File: config.mk
export PLATFORM = sky130hd
export DESIGN_NAME = rns_acc_mod_13
export DESIGN_NICKNAME = d
export VERILOG_FILES = /design/src/rtl/rns_pkg.sv /design/src/rtl/add_mod_13.sv /design/src/rtl/rns_acc_mod_13.sv
export SDC_FILE = /design/constraint.sdc
export NUM_CORES = 1
export LEC_CHECK = 0
export CAP_MARGIN = 20
export CORE_UTILIZATION = 48
export DETAILED_ROUTE_END_ITERATION = 16
export PLACE_DENSITY = 0.76
export SLEW_MARGIN = 20
export SYNTH_ARGS = -nofsm -noshare
export SYNTH_HDL_FRONTEND = slang
export SYNTH_SLANG_ARGS = --single-unit
File: constraint.sdc
create_clock -name clk -period 2.4 [get_ports clk]
set_input_delay 0.24 -clock clk [delete_from_list [all_inputs] [get_ports clk]]
set_output_delay 0.24 -clock clk [all_outputs]
set_load 0.05 [all_outputs]
File: src/rtl/rns_pkg.sv
// Shared definitions for the RNS modulus-13 datapath blocks.
//   MOD13   : channel modulus
//   RES_W   : residue width in bits
//   state_t : accumulator controller states
package rns_pkg;

  localparam int unsigned MOD13 = 13;
  localparam int unsigned RES_W = 4;

  typedef enum logic [1:0] {
    IDLE  = 2'd0,
    ACCUM = 2'd1,
    DONE  = 2'd2
  } state_t;

endpackage

File: src/rtl/add_mod_13.sv
// Combinational modulo-13 adder: y = (a + b) mod 13.
// Both operands are expected in 0..12. The sum is formed at RES_W+1 bits, and
// a single conditional subtraction of 13 brings it back into range.
//   a, b : input residues  [RES_W-1:0]
//   y    : output residue  [RES_W-1:0]
module add_mod_13
  import rns_pkg::*;
(
  input  logic [RES_W-1:0] a,
  input  logic [RES_W-1:0] b,
  output logic [RES_W-1:0] y
);

  logic [RES_W:0] sum;

  always_comb begin
    sum = {1'b0, a} + {1'b0, b};
    if (sum >= (RES_W + 1)'(MOD13)) begin
      y = RES_W'(sum - (RES_W + 1)'(MOD13));
    end else begin
      y = sum[RES_W-1:0];
    end
  end

endmodule

File: src/rtl/rns_acc_mod_13.sv
// Streaming mod-13 accumulator. It sums `len` residues received over a
// valid/ready input stream and presents the result on a valid/ready output.
//
// Optional feature: when the macro RNS_ACC_RANGE_CHECK_EN is defined, input
// residues 13..15 are folded by subtracting 13, and the sticky err flag is
// raised. Without the macro, inputs pass through unreduced and err stays 0.
//
// Ports:
//   clk, rst_n          : clock, asynchronous active-low reset
//   start, len          : job request and beat count (sampled in IDLE)
//   in_valid/in_ready   : input residue handshake, in_res the residue
//   out_valid/out_ready : result handshake, out_res the mod-13 sum
//   busy                : controller not IDLE
//   err                 : out-of-range residue seen in current/last job
//
// state | meaning
// IDLE  | waiting for start; out_res keeps the last result
// ACCUM | accepting beats; counter holds the beats still to come
// DONE  | result valid; held until out_ready
module rns_acc_mod_13
  import rns_pkg::*;
#(
  parameter int LEN_W = 8
) (
  input  logic             clk,
  input  logic             rst_n,
  input  logic             start,
  input  logic [LEN_W-1:0] len,
  input  logic             in_valid,
  output logic             in_ready,
  input  logic [RES_W-1:0] in_res,
  output logic             out_valid,
  input  logic             out_ready,
  output logic [RES_W-1:0] out_res,
  output logic             busy,
  output logic             err
);

  state_t           state_q, state_d;
  logic [LEN_W-1:0] cnt_q, cnt_d;
  logic [RES_W-1:0] acc_q, acc_d;
  logic             err_q, err_d;

  logic             range_hit;
  logic [RES_W-1:0] res_eff;
  logic [RES_W-1:0] acc_sum;

`ifdef RNS_ACC_RANGE_CHECK_EN
  // 13..15 fold to 0..2 with one subtraction, so the adder always sees 0..12.
  assign range_hit = (in_res >= RES_W'(MOD13));
  assign res_eff   = range_hit ? RES_W'(in_res - RES_W'(MOD13)) : in_res;
`else
  assign range_hit = 1'b0;
  assign res_eff   = in_res;
`endif

  add_mod_13 u_add (
    .a (acc_q),
    .b (res_eff),
    .y (acc_sum)
  );

  always_comb begin
    state_d = state_q;
    cnt_d   = cnt_q;
    acc_d   = acc_q;
    err_d   = err_q;
    case (state_q)
      IDLE: begin
        if (start) begin
          acc_d   = '0;
          err_d   = 1'b0;
          cnt_d   = len;
          state_d = (len == '0) ? DONE : ACCUM;
        end
      end
      ACCUM: begin
        // in_ready is high throughout ACCUM, so in_valid alone marks a transfer.
        if (in_valid) begin
          acc_d = acc_sum;
          cnt_d = cnt_q - 1'b1;
          if (range_hit) begin
            err_d = 1'b1;
          end
          if (cnt_q == LEN_W'(1)) begin
            state_d = DONE;
          end
        end
      end
      DONE: begin
        if (out_ready) begin
          state_d = IDLE;
        end
      end
      default: state_d = IDLE;
    endcase
  end

  always_ff @(posedge clk or negedge rst_n) begin
    if (!rst_n) begin
      state_q <= IDLE;
      cnt_q   <= '0;
      acc_q   <= '0;
      err_q   <= 1'b0;
    end else begin
      state_q <= state_d;
      cnt_q   <= cnt_d;
      acc_q   <= acc_d;
      err_q   <= err_d;
    end
  end

  assign in_ready  = (state_q == ACCUM);
  assign out_valid = (state_q == DONE);
  assign busy      = (state_q != IDLE);
  assign out_res   = acc_q;
  assign err       = err_q;

endmodule
==> results by group, run 1 <==
Yosys
  • Synthesized area: approximately 1000 um^2
  • Area leader, netlist: dfrtp_1
  • Syn nets: around 150
  • Mean cell area of the mapped netlist: 8.27 um^2
  • Synth area leaders: dfrtp_1, ha_1, nor2_1
  • Synth top area share: 0.339
  • Top cells by count, synth: nor2_1, dfrtp_1, a21oi_1, o21ai_0, inv_1
  • Number of flops mapped to enable cells by yosys: 0
  • Most common flop cell mapped by yosys: dfrtp_1
  • Synth Warn #: 0
  • Number of synthesized register bits: 14
  • Synth unique cells: 40
  • Async SR Flop Fraction: 1.00
  • Register area share after synthesis: 0.339
  • Count leader, synth: nor2_1
  • Synthesized netlist cell count: 125

Final layout
  • Antenna cells: 0
  • Area growth syn-to-layout: 32.1%
  • Layout Utilization: 0.682
  • Fraction of layout cells with a size suffix above 1: 0.0909
  • NumNets Final: between 150 and 200

Floorplan
  • Core Box Area: about 2000 um^2
  • # IOs: 25
  • Chip width: around 48 um
  • Die ar.: 2340 um^2
  • Cell Rows: 16
  • Initial Util: 0.516
  • Die Height: 48.4 um

Clock tree
  • Clock root buffer: clkbuf_4
  • Clock Latency Late Sink: a little under 300 ps
  • Clock Pin Slew Worst Setup and Hold Paths: about 90 ps
  • CTS resizes: 0
  • CTS Buf Count: 3
  • CTS tree: done
  • Setup bufs post-CTS: 0
  • H-tree levels: 1
  • Hold-fix buffers, CTS: 0
  • CTS max path bufs: 2
  • CTS Sinks: 14

Power and ir drop
  • Switch share: 0.494
  • Sw Pwr: 0.979 mW
  • Clock network power share: 0.088
  • PwrDens: around 1500 nW/um^2
  • Comb pwr share: 0.670
  • Internal power: 1.00 mW
  • Max VDD drop: around 0.001 V
  • Sequential Power Share: 0.242
  • Leak: slightly above 0.6 nW

Timing
  • Final hold vios: 0
  • Tightest Pin Transition: 635 ps
  • RSZ-0062 raised after global routing: false
  • Setup_tns: 0 ps
  • Final Critical Period: 2210 ps
  • Final Max Slew Viols: 0
  • Max-Slew Margin vs Limit: 0.576
  • Clock Skew: a little over 8 ps
  • Fin crit share: 0.920
  • # setup viols final: 0
  • WHS: 333 ps
  • Fmax: between 400 and 500 MHz

Routing
  • 1st-iter DRT viols: 25
  • Avg Vias per Cell: between 5 and 6
  • Per-cell routed wire length: 14.1 um
  • Drt pass-1 iters: 4
  • ANT nets after route: 0
  • Remaining DRCs: 0
  • DR vias: about 1000
  • Detailed Route WL: around 2.5 mm

Critical path
  • Worst path slowest cell: fa_1
  • Largest stage delay, worst path: between 500 and 600 ps
  • Bufs and invs on worst path: 1
  • Cell seen most often among critical-path stages: ha_1
  • Worst path top cell family by delay: adder cells
  • Worst EP required: roughly 2600 ps
  • Worst setup EP type: flop
  • CP Cell Sequence: ha_1, fa_1, inv_1, ha_1, o31ai_1, o31a_2, mux2i_1, o21ai_1
  • Worst Path Arrival: approximately 2400 ps
  • CP Launch Type: flop
  • Crit Path Class: flop to flop
  • Critical path peak fanout: 3

Global route
  • Initial antenna violation count: 0
  • First-pass GRT wire length: roughly 4.6 mm
  • Vias in the first global route: between 1000 and 1500
  • Grt ovf: 0
  • Largest net degree at the start of global routing: 15
  • GRT Resource Usage Total: 0.252

Hold path
  • Worst min path class: input pin to async pin

Status
  • Outcome: complete, no violations

Place
  • Post-detail-place hpwl: between 1.5 and 2 mm
  • Routability cong.: between 0.8 and 0.9
  • Number of I/O port buffers: 23

Run
  • Maxcap violations: 0
[state kept, by name, indices dropped and copies added (netlist names)]
| signal | count |
|---|---|
| state_q | 2 |
| cnt_q | 8 |
| out_res | 4 |
[layout by cell type (no fill, tap or decap), types with 2 or more instances in the layout]
cell / n
mux2i_1: 4
nor4_1: 4
or3_1: 2
o31ai_1: 2
buf_4: 7
clkdlybuf4s50_1: 22
a31oi_1: 2
nor2b_1: 2
a21oi_1: 10
ha_1: 8
nor3_1: 3
nand4_1: 2
nor2_1: 17
inv_1: 9
nand3_1: 2
o21ai_0: 10
dfrtp_1: 14
nand2_1: 8
clkbuf_4: 3
[worst paths after layout]
check / start / endpoint / slack [ps] / cells past startpoint
max in group asynchronous: rst_n / cnt_q[1]$_DFFE_PN0P_ / 1650 / 1
worst min-delay path: rst_n / state_q[0]$_DFFE_PN0P_ / 330 / 1
min in group clk: out_res[0]$_DFFE_PN0P_ / out_res[0]$_DFFE_PN0P_ / 520 / 2
worst max-delay path: out_res[0]$_DFFE_PN0P_ / out_res[1]$_DFFE_PN0P_ / 190 / 8
worst min register to register: out_res[0]$_DFFE_PN0P_ / out_res[0]$_DFFE_PN0P_ / 520 / 2
worst max register to register: out_res[0]$_DFFE_PN0P_ / out_res[1]$_DFFE_PN0P_ / 190 / 8
[final cells by class]
cell class                      instances  area [um^2]
Timing Repair Buffer                   30          285
Fill cell                             189          637
Clock buffer                            4         36.3
Tap cell                               27         33.8
Multi-Input combinational cell         97          626
Inverter                                9         33.8
Sequential cell                        14          350
[power by group through the flow]
stage | Sequential, mW | Clock (mW) | Combinational [mW]
final | 0.479 | 0.175 | 1.33
after detailed placement | 0.480 | 0 | 1.32
after CTS | 0.474 | 0.176 | 1.33
after floorplan | 0.545 | 0 | 0.833
after global placement | 0.475 | 0 | 1.29
after global routing | 0.499 | 0.196 | 1.47
[stage by stage]
| step | total power, mW | worst slack, ps | area [um^2] | std cells |
|---|---|---|---|---|
| 2_1_floorplan | 1.38 | 27.1 | 1030 | 125 |
| 3_3_place_gp | 1.76 | 13.3 | 1330 | 177 |
| 3_5_place_dp | 1.80 | -68.8 | 1330 | 177 |
| 4_1_cts | 1.98 | 89.6 | 1360 | 181 |
| 5_1_grt | 2.16 | 28.7 | 1370 | 181 |
| 6_report | 1.98 | 192 | 1370 | 181 |
[cells by family after synthesis]
logic type | count (synthesis) | share of synthesized area
buffers and inverters | 14 | 0.0557
AOI/OAI and AO/OA | 36 | 0.220
adders and majority gates | 9 | 0.116
and+or+nand+nor | 45 | 0.209
DFF | 14 | 0.339
other | 1 | 0.00363
xor gates and xnor gates | 2 | 0.0170
muxes | 4 | 0.0387
[layer usage]
layer  GRT usage  up-vias  routed length (um)
li1            -      504                   -
met1       0.293      485                1100
met2       0.481       35                1320
met3      0.0283        7                  90
met4      0.0735        0                  40
met5           0        -                   0
Power figures use the tool's default switching activity.
==> run 2: changes to the inputs <==
--- a/config.mk
+++ b/config.mk
@@ -9,6 +9,7 @@
 export CORE_UTILIZATION = 48
 export DETAILED_ROUTE_END_ITERATION = 16
 export PLACE_DENSITY = 0.76
+export SKIP_CTS_REPAIR_TIMING = 1
 export SLEW_MARGIN = 20
 export SYNTH_ARGS = -nofsm -noshare
 export SYNTH_HDL_FRONTEND = slang
==> results of run 2 <==
The final DEF is identical to that of run 1; final timing and power are the same.
==> patch 1, RTL diff (config.mk and constraints of run 2) <==
The option `RNS_ACC_RANGE_CHECK_EN` is turned on by a define.
--- a/src/rtl/rns_acc_mod_13.sv
+++ b/src/rtl/rns_acc_mod_13.sv
@@ -17,6 +17,8 @@
 // IDLE  | waiting for start; out_res keeps the last result
 // ACCUM | accepting beats; counter holds the beats still to come
 // DONE  | result valid; held until out_ready
+`define RNS_ACC_RANGE_CHECK_EN
+
 module rns_acc_mod_13
   import rns_pkg::*;
 #(
Formal check against the unedited RTL: not equivalent (Yosys sat finds a counterexample within 4 cycles, from zero or initial values and one cycle with rst_n low).
==> patch 1 against run 2 <==
The run now ends with setup timing left. Sequential power is 1% higher. Sequential cell count is 1 higher. Wire length is 27% higher. Critical path depth is 9 higher. Global-route usage hardly changed. Cell area is 27% higher. Power is 7.6% higher. Area after synthesis is 17% higher. Clock skew is 4.0 ps lower. Cell count is 18% higher. Maximum frequency is 14% lower. Setup slack worse by 350 ps. Clock power is 17% lower. Critical path type is now input port to flip-flop.
==> patch 1: results (changes against run 2) <==
Status
  • Status: finished with violations
  • Failing checks: setup timing

Clocking
  • CTS buffer count: 3 (unchanged)
  • CTS root buf: clkbuf_4
  • Reg clk slew, reported paths: 90 ps (about the same)
  • Worst skew pair latency: 280 ps
  • Worst-case clock buffer depth: 2 (unchanged)
  • H-tree depth: 1 (unchanged)

Global route
  • Largest net degree at the start of global routing: 17 (+2)
  • Number of global-route vias before repair: 1,128 (+4.0%)
  • Initial antenna violation count: 0 (unchanged)
  • Congestion Overflow GR: 0 (unchanged)
  • GRT Total Usage: 25.2% (+0.030 points)
  • First-pass GRT wire length: 5.05 mm (+9.1%)

Finish
  • Biggest register: cnt_q
  • Diodes inserted: 0 (unchanged)
  • Number of flip-flops in the largest register: 8 (unchanged)
  • Layout cells sized above 1: 24.7% (+16 points)
  • Nets: 215 (+19%)

Setup path
  • CP endpoint kind: flip-flop
  • CP startpoint: in_res[1]
  • Crit path max-delay cell type: fa_2
  • Critical Path Max Stage Delay: 440 ps (-70 ps)
  • FF-to-FF setup slack: 240 ps (+50 ps)
  • Cells on worst reg2reg path: 9 (+1)
  • Worst R2R End: out_res[2]
  • Critical Path AT: 2720 ps (+340 ps)
  • Worst Path Max Fanout: 3 (unchanged)
  • Critical register-to-register path startpoint: out_res[0]

Synth
  • Synth Flop Type: dfrtp_1
  • Synth cell count leaders: dfrtp_1, nor2_1, inv_1, o21ai_0, a21oi_1
  • Asr flop ratio synth: 100% (unchanged)
  • Syn_area_per_cell: 8.38 sq um (+1.3%)
  • Syn Nets: 172 (+14%)
  • Post-synthesis sequential area ratio: 31.1% (-2.8 points)
  • Library cells used by synthesis: 43 (+7.5%)
  • Ys Warns: 0 (unchanged)
  • Area contributors post-synth: dfrtp_1, ha_1, o21ai_0, a21oi_1, nor2_1

Power
  • Maximum vdd drop: 0.000837 V (-17%)
  • Leakage: 0.759 nW (+25%)

Place
  • Port bufs: 24 (+4.3%)
  • DP HPWL: 2.41 mm (+24%)
  • GP Congestion: 0.850 (+2.5%)
  • Post-DP Area: 1620 sq um (+22%)
  • # placed instances: 207 (+17%)
  • Setup WS pre-CTS: -880 ps (-811 ps)

Timing
  • Worst clock skew: 4.22 ps (-4.05 ps)
  • Final setup vio count: 3 (+3)
  • Post-route setup slack: -153 ps (-345 ps)
  • Worst Max-Slew Pin Slew: 676 ps (+41.2 ps)

Drt
  • First-pass DRT Iterations: 5 (+1)
  • Number of DRC markers in iteration 0: 25 (unchanged)
  • Vias/cell: 5.91 (+3.7%)
  • Drt total wl: 3.23 mm (+27%)
  • DR WL/cell: 15.1 um (+7.4%)

Worst hold path
  • Worst min path class: input port to asynchronous set/reset pin
==> patch 1: cell count changes after synthesis, moves of 2 or more <==
cell	change
a22oi_1	+3
nor3_1	+2
o31ai_1	-2
o32ai_1	+2
nor2_1	-2
o21ai_0	+3
inv_1	+4
a31oi_1	-2
and2_1	+3
buf_6	+2
o21a_1	+2
ha_1	+2
xnor2_1	+2
a21oi_1	+2
==> patch 1: stage by stage <==
stage	TNS, ps	total power [mW]	hold slack [ps]
after floorplan	-262	1.46	-55.6
after CTS	-2070	2.03	378
after global placement	-2730	1.82	489
final	-409	2.13	359
after global routing	-729	2.30	419
after detailed placement	-3260	1.88	506
==> patch 1: area by class of cell <==
| cell class | count | area [sq um] |
|---|---|---|
| clock buffer | 4 | 26.3 |
| tap | 28 | 35.0 |
| sequential | 15 | 375 |
| fill | 175 | 559 |
| inverter | 14 | 70.1 |
| timing repair buffer | 42 | 384 |
| multi-input combinational | 111 | 847 |
==> patch 1: worst max-delay path: cells and delay by family <==
kind	cells	cell delay, ps
buf+inv	7	720
simple gates	4	720
fa+ha+maj	2	550
compound gates	4	500
==> patch 1: worst min-delay path by stage <==
stage / to / cells past startpoint / slack [ps]
floorplan: cnt_q[0] / 0 / -60
global placement: cnt_q[3] / 2 / 490
detailed placement: cnt_q[6] / 1 / 510
CTS: cnt_q[3] / 1 / 380
global route: cnt_q[7] / 1 / 420
finish: cnt_q[3] / 1 / 360
==> patch 1: routing by layer <==
layer | GRT usage, % | share of wire [%]
met5 | 0 | 0
met4 | 4.39 | 1.6
met3 | 7.31 | 5.1
met2 | 38.9 | 47
met1 | 35.2 | 46
==> patch 1: cell families (layout without fill, tap and decap cells) <==
logic type | Yosys count | after routing | synth area share, %
AO/OA/AOI/OAI | 48 | 48 | 26.2
XOR/XNOR | 3 | 3 | 2.18
adder cells (fa/ha/maj) | 11 | 11 | 12.0
buffers and inverters | 18 | 60 | 7.05
flip-flops | 15 | 15 | 31.1
multiplexers | 3 | 3 | 2.49
AND/OR/NAND/NOR | 46 | 46 | 18.9
==> patch 1: power by group <==
| group | internal, mW | switching, mW | total (mW) |
|---|---|---|---|
| registers | 0.369 | 0.114 | 0.484 |
| logic | 0.635 | 0.868 | 1.50 |
| clock network | 0.0645 | 0.0807 | 0.145 |
==> patch 2, RTL diff (config.mk and constraints of run 2) <==
Made on the original files. The 3 states of `state_t` get a one-hot encoding in 3 bits.
--- a/src/rtl/rns_pkg.sv
+++ b/src/rtl/rns_pkg.sv
@@ -7,10 +7,10 @@
   localparam int unsigned MOD13 = 13;
   localparam int unsigned RES_W = 4;
 
-  typedef enum logic [1:0] {
-    IDLE  = 2'd0,
-    ACCUM = 2'd1,
-    DONE  = 2'd2
+  typedef enum logic [2:0] {
+    IDLE  = 3'b001,
+    ACCUM = 3'b010,
+    DONE  = 3'b100
   } state_t;
 
 endpackage
Behaviour: no difference found for any inputs over 10 cycles, from zero or initial values and one cycle with rst_n low; not proved beyond that.
==> patch 2 against run 2 <==
Wire length increased by 1.6%. Area after synthesis rose by 11%. Cell area grew 7.5%. Hold slack gained 54 ps. Setup slack got worse by 4.0 ps. Largest cell class unchanged. Power shrank 6.5%. Sequential cell count up 1.
==> patch 2: results (changes against run 2) <==
Timing
  • Worst clock skew: 2.50 ps (-5.78 ps)
  • Fin Hold WS: 387 ps (+53.9 ps)
  • Worst Max-Slew Pin Slew: 744 ps (+109 ps)

Finish
  • Layout fillers: 200 (+5.8%)
  • Post-route insts no fill: 186 (+2.8%)
  • Biggest register: cnt_q
  • Comb_multi_in: 104 (+7.2%)
  • Buffering overhead: 18.8% (-2.1 points)
  • Clock-cell share of area: 1.79% (-0.87 points)
  • Seq/total area: 25.7% (+0.081 points)
  • Inverters: 6 (-3)
  • Fraction of area in multi-input gates: 49.8% (+4.0 points)
  • Nonclk buf count: 29 (-3.3%)
  • Area of the multi-input gates: 731 sq um (+17%)
  • Layout cells sized above 1: 13.3% (+4.2 points)
  • Diodes inserted: 0 (unchanged)
  • Area growth syn-to-layout: 27.9%

Power
  • Leakage: 0.626 nW (+3.1%)
  • Switching power: 895 uW (-8.6%)
  • Maximum vdd drop: 0.000802 V (-20%)
  • Clock share of power: 7.9% (-0.9 points)
  • Sequential share of power: 28.1% (+3.9 points)
  • Switching Share: 48.3% (-1.1 points)

Synth
  • Post-synthesis adder-cell area fraction: 10.5% (-1.2 points)
  • Synth cell count leaders: nor2_1, dfrtp_1, o21ai_1, a21oi_1, ha_1
  • Syn Nets: 157 (+4.0%)
  • Post-synthesis sequential area ratio: 32.8% (-1.1 points)
  • Syn_area_per_cell: 8.76 sq um (+5.9%)
  • Mux cell area share after synthesis: 2.73% (-1.1 points)
  • Complex-gate fraction of the synthesized area: 23.9% (+1.8 points)
  • Area contributors post-synth: dfrtp_1, ha_1, nor2_1, o21ai_1, a21oi_1
  • Library cells used by synthesis: 47 (+18%)

Clocking
  • Reg clk slew, reported paths: 90 ps (about the same)
  • CTS sink count: 15 (+1)
  • Worst-case clock buffer depth: 2 (unchanged)

Drt
  • DR WL/cell: 13.9 um (-1.1%)
  • Number of DRC markers in iteration 0: 27 (+8.0%)
  • Vias/cell: 5.80 (+1.7%)

Place
  • DP HPWL: 1.97 mm (+1.6%)
  • # placed instances: 182 (+2.8%)
  • GP Congestion: 0.829 (about the same)
  • Post-DP Area: 1430 sq um (+7.8%)
  • Setup WS pre-CTS: -112 ps (-43.0 ps)

Global route
  • First-pass GRT wire length: 4.49 mm (-3.1%)
  • GRT Total Usage: 23.2% (-1.9 points)
  • Largest net degree at the start of global routing: 23 (+8)

Status
  • Status: completed

Setup path
  • Critical Path Max Stage Delay: 460 ps (-50 ps)
  • Crit path max-delay cell type: fa_1
## patch 2: cell count changes after synthesis, moves of 2 or more
cell             run 2  this run
mux2i_1              4         2
o21ai_0             10         3
nor2b_1              2         0
a21oi_1             10         8
nand4_1              2         0
nand3b_1             0         3
o31ai_1              2         0
nand2_1              8         6
a21o_1               1         3
nand2b_1             1         4
inv_1                9         5
o21ai_1              1         9
or4_1                0         2
o22ai_1              0         2
## patch 2: how the worst min path moves through the flow
stage	cells after the start	end
after floorplan	0	cnt_q[0]
after global placement	2	out_res[0]
after detailed placement	2	out_res[0]
after CTS	1	out_res[3]
after global routing	1	out_res[3]
final	1	out_res[3]
## patch 2: metal layers
layer | GRT usage (%) | vias up | part of all wire [%]
met4 | 6.94 | 0 | 0.62
met1 | 28.1 | 502 | 44
met5 | 0 | - | 0
met2 | 39.6 | 37 | 49
li1 | - | 537 | -
met3 | 7.14 | 2 | 5.9
